<file path="config.mk">
export PLATFORM = sky130hd
export DESIGN_NAME = noc_flit_source
export DESIGN_NICKNAME = d
export VERILOG_FILES = /design/src/rtl/noc_flit_source.sv
export SDC_FILE = /design/constraint.sdc
export NUM_CORES = 1
export LEC_CHECK = 0
export CORE_MARGIN = 5
export CORE_UTILIZATION = 35
export DETAILED_ROUTE_END_ITERATION = 16
export MAX_ROUTING_LAYER = met4
export SYNTH_ARGS = -nofsm -noshare
export SYNTH_HDL_FRONTEND = slang
export SYNTH_SLANG_ARGS = --single-unit
</file>
<file path="constraint.sdc">
create_clock -name clk -period 2.65 [get_ports clk]
set_input_delay 0.6625 -clock clk [delete_from_list [all_inputs] [get_ports clk]]
set_output_delay 0.6625 -clock clk [all_outputs]
set_load 0.05 [all_outputs]
</file>
<file path="src/rtl/noc_flit_source.sv">
// Traffic source driving one router rx channel with req/ack flits {DEST, payload}.
// Define NOC_SOURCE_LFSR_EN to take the payload from a P-bit Fibonacci LFSR instead of the sequence count.
module noc_flit_source #(
    parameter int SIZE      = 8,
    parameter int DEST_BITS = 3,
    parameter int DEST      = 0,
    parameter int MAX_FLITS = 2,
    parameter int GAP       = 0,
    parameter int CNT_W     = 16
) (
    input  logic             clk,
    input  logic             reset,
    input  logic             enable,
    output logic             tx_req,
    input  logic             tx_ack,
    output logic [SIZE-1:0]  tx_data,
    output logic [CNT_W-1:0] flits_sent,
    output logic             done
);

    localparam int P  = SIZE - DEST_BITS;
    localparam int GW = (GAP > 1) ? $clog2(GAP) : 1;
    localparam logic [DEST_BITS-1:0] DEST_F   = DEST_BITS'(DEST);
    localparam logic [CNT_W-1:0]     MAX_F    = CNT_W'(MAX_FLITS);
    localparam logic [GW-1:0]        GAP_LOAD = GW'((GAP > 0) ? GAP - 1 : 0);

    typedef enum logic [1:0] {ST_IDLE, ST_SEND, ST_GAP, ST_DONE} state_t;

    state_t           r_state, w_state_nxt;
    logic             r_tx_req, w_req_nxt;
    logic [SIZE-1:0]  r_tx_data, w_data_nxt;
    logic [CNT_W-1:0] r_cnt, w_cnt_nxt;
    logic             r_done, w_done_nxt;
    logic [P-1:0]     r_seq, w_seq_nxt;
    logic [GW-1:0]    r_gap, w_gap_nxt;
    logic [P-1:0]     w_payload_nxt;
    logic             w_accept;

    assign w_accept  = r_tx_req & tx_ack;
    assign w_seq_nxt = w_accept ? r_seq + P'(1) : r_seq;
    assign w_cnt_nxt = (w_accept && (r_cnt != '1)) ? r_cnt + CNT_W'(1) : r_cnt;

`ifdef NOC_SOURCE_LFSR_EN
    function automatic logic [15:0] lfsr_taps(input int p);
        case (p)
            2:       return 16'h0003;
            3:       return 16'h0006;
            4:       return 16'h000C;
            5:       return 16'h0014;
            6:       return 16'h0030;
            7:       return 16'h0060;
            8:       return 16'h00B8;
            9:       return 16'h0110;
            10:      return 16'h0240;
            11:      return 16'h0500;
            12:      return 16'h0829;
            13:      return 16'h100D;
            14:      return 16'h2015;
            15:      return 16'h6000;
            16:      return 16'hD008;
            default: return 16'h0003;
        endcase
    endfunction

    localparam logic [15:0] TAPS = lfsr_taps(P);

    logic [P-1:0] r_lfsr, w_lfsr_nxt;
    logic         w_fb;

    assign w_fb          = ^(r_lfsr & TAPS[P-1:0]);
    assign w_lfsr_nxt    = w_accept ? {r_lfsr[P-2:0], w_fb} : r_lfsr;
    assign w_payload_nxt = w_lfsr_nxt;

    always_ff @(posedge clk or negedge reset) begin
        if (!reset) r_lfsr <= '1;
        else        r_lfsr <= w_lfsr_nxt;
    end
`else
    assign w_payload_nxt = w_seq_nxt;
`endif

    // Payload is taken from the post-acceptance value so back-to-back flits never repeat.
    always_comb begin
        w_state_nxt = r_state;
        w_req_nxt   = r_tx_req;
        w_data_nxt  = r_tx_data;
        w_done_nxt  = r_done;
        w_gap_nxt   = r_gap;
        case (r_state)
            ST_IDLE: begin
                if (enable) begin
                    w_state_nxt = ST_SEND;
                    w_req_nxt   = 1'b1;
                    w_data_nxt  = {DEST_F, w_payload_nxt};
                end
            end
            ST_SEND: begin
                if (w_accept) begin
                    if ((MAX_FLITS != 0) && (w_cnt_nxt == MAX_F)) begin
                        w_state_nxt = ST_DONE;
                        w_req_nxt   = 1'b0;
                        w_done_nxt  = 1'b1;
                    end else if ((GAP == 0) && enable) begin
                        w_data_nxt = {DEST_F, w_payload_nxt};
                    end else if (GAP == 0) begin
                        w_state_nxt = ST_IDLE;
                        w_req_nxt   = 1'b0;
                    end else begin
                        w_state_nxt = ST_GAP;
                        w_req_nxt   = 1'b0;
                        w_gap_nxt   = GAP_LOAD;
                    end
                end
            end
            ST_GAP: begin
                if (r_gap == '0) begin
                    if (enable) begin
                        w_state_nxt = ST_SEND;
                        w_req_nxt   = 1'b1;
                        w_data_nxt  = {DEST_F, w_payload_nxt};
                    end else begin
                        w_state_nxt = ST_IDLE;
                    end
                end else begin
                    w_gap_nxt = r_gap - GW'(1);
                end
            end
            ST_DONE: begin
                w_req_nxt  = 1'b0;
                w_done_nxt = 1'b1;
            end
            default: begin
                w_state_nxt = ST_IDLE;
                w_req_nxt   = 1'b0;
            end
        endcase
    end

    always_ff @(posedge clk or negedge reset) begin
        if (!reset) begin
            r_state   <= ST_IDLE;
            r_tx_req  <= 1'b0;
            r_tx_data <= '0;
            r_cnt     <= '0;
            r_done    <= 1'b0;
            r_seq     <= '0;
            r_gap     <= '0;
        end else begin
            r_state   <= w_state_nxt;
            r_tx_req  <= w_req_nxt;
            r_tx_data <= w_data_nxt;
            r_cnt     <= w_cnt_nxt;
            r_done    <= w_done_nxt;
            r_seq     <= w_seq_nxt;
            r_gap     <= w_gap_nxt;
        end
    end

    assign tx_req     = r_tx_req;
    assign tx_data    = r_tx_data;
    assign flits_sent = r_cnt;
    assign done       = r_done;

endmodule

</file>
==> flow_metrics.py <==
metrics = {
    "floorplan": {
        "die_h_um": 83.7,
        "die-area_um2": 7010,
        "row_count": 26,
        "fp.dieW_um": 83.7,
        "top_level_ports": 30,
        "core_um2": 5200,
        "start_util_pct": 36.5,
    },
    "hold_path": {
        "worstHoldStart": "done",
        "whs_path_depth": 2,
        "min_to": "done",
        "hold_path_class": "register to register",
    },
    "clock_tree": {
        "h-tree-depth": 2,
        "cts_tree": "done",
        "clockBufferDepth": 2,
        "clk_latency_ns": 0.29,
        "cts_root_buffer": "clkbuf_8",
        "holdBufCountCts": 0,
        "path_clk_slew_ns": 0.07,
        "cts_sinks": 30,
        "cts_setup_buffers": 0,
        "numCtsBuffers": 5,
    },
    "timing": {
        "slew-limit-headroom_pct": 65.3,
        "finalMaxSlewViolations": 0,
        "rsz0062_at_grt": "no",
        "setup_viol": 0,
        "fin_skew_ns": 0.00526,
        "period_needed_ns": 2.48,
        "hold_viol": 0,
        "clock.fmax_ghz": 0.403,
        "fin_crit_sh_pct": 93.5,
        "tightestPinTransition_ns": 0.519,
    },
    "pwr": {
        "p_int_mw": 1.24,
        "clockPowerShare_pct": 16.9,
        "switchingPower_mw": 1.05,
        "combPwrFrac_pct": 50.7,
        "p_seq_share_pct": 32.4,
        "netSwitchingFraction_pct": 45.8,
        "p_leak_nw": 1.09,
        "vdd_ir_drop_max_mv": 0.519,
        "power_density_nw_per_um2": 914,
    },
    "yosys": {
        "yosysMostFrequentCell": "dfrtp_1",
        "yosysTopAreaCellShare_pct": 39.5,
        "yosys-top-cells-area": "dfrtp_1 (39%), ha_1 (4.6%), xnor2_1 (4.6%), nand2_1 (4.5%), nand3_1 (3.4%)",
        "synthesis.area_um2": 1900,
        "dominantRegCellSynth": "dfrtp_1",
        "synth-edff-count": 0,
        "syn_inst": 202,
        "synth_area_per_cell_um2": 9.41,
        "synth_area_leader_cell": "dfrtp_1",
        "seq_area_frac_synth_pct": 39.5,
        "async_flop_share_pct": 100,
        "synth_cell_type_count": 51,
        "ys_seq_elements": 30,
        "synth.top_cells.by_count": "dfrtp_1 (30), nand2_1 (23), nand3_1 (13)",
        "ys_warn_count": 0,
    },
    "drt": {
        "final_antenna_net_count": 0,
        "wl_um": 4630,
        "detail_route.wl_per_cell_um": 14.5,
        "num_vias": 1686,
        "drc": 0,
        "first_pass_iters": 4,
        "initialDrtViolationCount": 108,
        "viasPerCell": 5.29,
    },
    "final_layout": {
        "nets": 259,
        "final_util_pct": 48.1,
        "fin_cells": 319,
        "n_antenna_cell": 0,
        "syn2layout_area_growth_pct": 31.6,
        "layout-drive-gt1-share_pct": 20.1,
        "final_area_um2": 2500,
        "nFillCells": 497,
    },
    "setup_path": {
        "arrival_ns": 2.70,
        "crit_type": "register to register",
        "rr_startpoint": "flits_sent[1]",
        "cp-start-kind": "register",
        "worst_r2r_path_depth": 9,
        "cp_max_fo": 8,
        "worstPathRequired_ns": 2.87,
        "end_kind": "register",
        "reg2reg_to": "tx_data[2]",
        "ff2ff_setup_slack_ns": 0.17,
    },
    "run_status": {
        "status": "complete, no violations",
    },
    "global_route": {
        "grt_pass1_wl_um": 7960,
        "grt-ovfl-total": 0,
        "grt_max_degree": 31,
        "antenna_found_initial": 0,
        "grt_pass1_vias": 1631,
        "grt.total_usage_pct": 14.2,
    },
    "placed_design": {
        "io_buffers": 26,
        "dp_hpwl_um": 3330,
        "placed_cells": 311,
        "gp_congestion": 0.841,
        "placed_area_um2": 2350,
    },
    "flow_run": {
        "maxCapViolations": 0,
    },
}
==> worst max-delay path by stage <==
stage | startpoint | endpoint | slack (ns) | cells past startpoint
4_1_cts | tx_ack | tx_data[1] | -0.006 | 9
6_report | flits_sent[1] | tx_data[2] | 0.17 | 9
3_5_place_dp | tx_ack | tx_data[1] | -0.34 | 10
5_1_grt | flits_sent[1] | tx_data[1] | 0.008 | 8
2_1_floorplan | flits_sent[1] | r_state[1] | 0.17 | 10
3_3_place_gp | tx_ack | tx_data[1] | -0.30 | 10
==> layout make-up <==
class / count / area, um2 / share of cell area, %
clock buffer: 7 / 86.3 / 3.45
clock inverter: 1 / 5.00 / 0.200
inverter: 9 / 33.8 / 1.35
multi-input combinational: 154 / 1110 / 44.3
sequential: 30 / 753 / 30.1
tap: 70 / 87.6 / 3.50
timing repair buffer: 48 / 428 / 17.1
==> placed cells by master (no fill, tap or decap), types with 6 or more instances in the layout <==
cell / n
xnor2_1: 10
ha_1: 7
and3_1: 6
buf_4: 22
a21oi_1: 8
nand3_1: 12
clkbuf_8: 6
nor2_1: 7
clkdlybuf4s50_1: 25
nand4_1: 10
inv_1: 9
nand2_1: 23
dfrtp_1: 28
==> metal layers <==
metal	vias to the layer above	GRT usage (%)	routed length (um)
met2	37	19.5	1980
met3	6	4.44	242
li1	843	-	-
met5	-	-	0
met4	0	4.24	53
met1	800	19.8	2350
==> critical path: stages (launching register included) <==
cell and delay (ns):
dfrtp_2 0.45, ha_1 0.24, and3_2 0.28, and3_4 0.21, buf_4 0.14, a2111oi_4 0.42, and4_4 0.32, buf_4 0.14
nand4_1 0.09, nand3_1 0.13
==> timing repair <==
action	CTS	global route
endpoints found under the hold margin	0	0
endpoints found under the setup margin	8	9
pin swaps	1	2
gates resized for setup	3	12
==> stage by stage <==
step / power, mW / hold WS, ns / setup TNS (ns) / worst slack (ns)
final: 2.29 / 0.484 / 0 / 0.171
after global routing: 2.45 / 0.520 / 0 / 0.00779
after CTS: 2.27 / 0.493 / -0.00640 / -0.00640
after detailed placement: 1.87 / 0.471 / -2.83 / -0.345
after global placement: 1.87 / 0.481 / -2.49 / -0.299
after floorplan: 1.48 / 0.367 / 0 / 0.173
==> power by group through the flow <==
stage,clock [mW],sequential (mW),combinational (mW)
2_1_floorplan,0,1.01,0.469
3_3_place_gp,0,0.739,1.13
3_5_place_dp,0,0.736,1.14
4_1_cts,0.395,0.732,1.14
5_1_grt,0.420,0.760,1.27
6_report,0.386,0.742,1.16
==> sequential cells by signal, summed over array words and instances, names as in the netlist <==
signal and cells:
done 1, r_seq 5, flits_sent 16, tx_req 1
tx_data 5, r_state 2
==> logic make-up (layout without fill, tap and decap cells) <==
family / count (synthesis) / count (layout) / share of synthesized area (%)
AND/OR/NAND/NOR: 84 / 84 / 24.5
AO/OA/AOI/OAI: 46 / 46 / 19.2
flip-flops: 30 / 30 / 39.5
buffers and inverters: 20 / 65 / 5.53
XOR/XNOR: 13 / 13 / 5.99
adder cells (fa/ha/maj): 7 / 7 / 4.61
other: 1 / 3 / 0.197
multiplexers: 1 / 1 / 0.526
No activity file was read; power rests on OpenSTA's default activity.
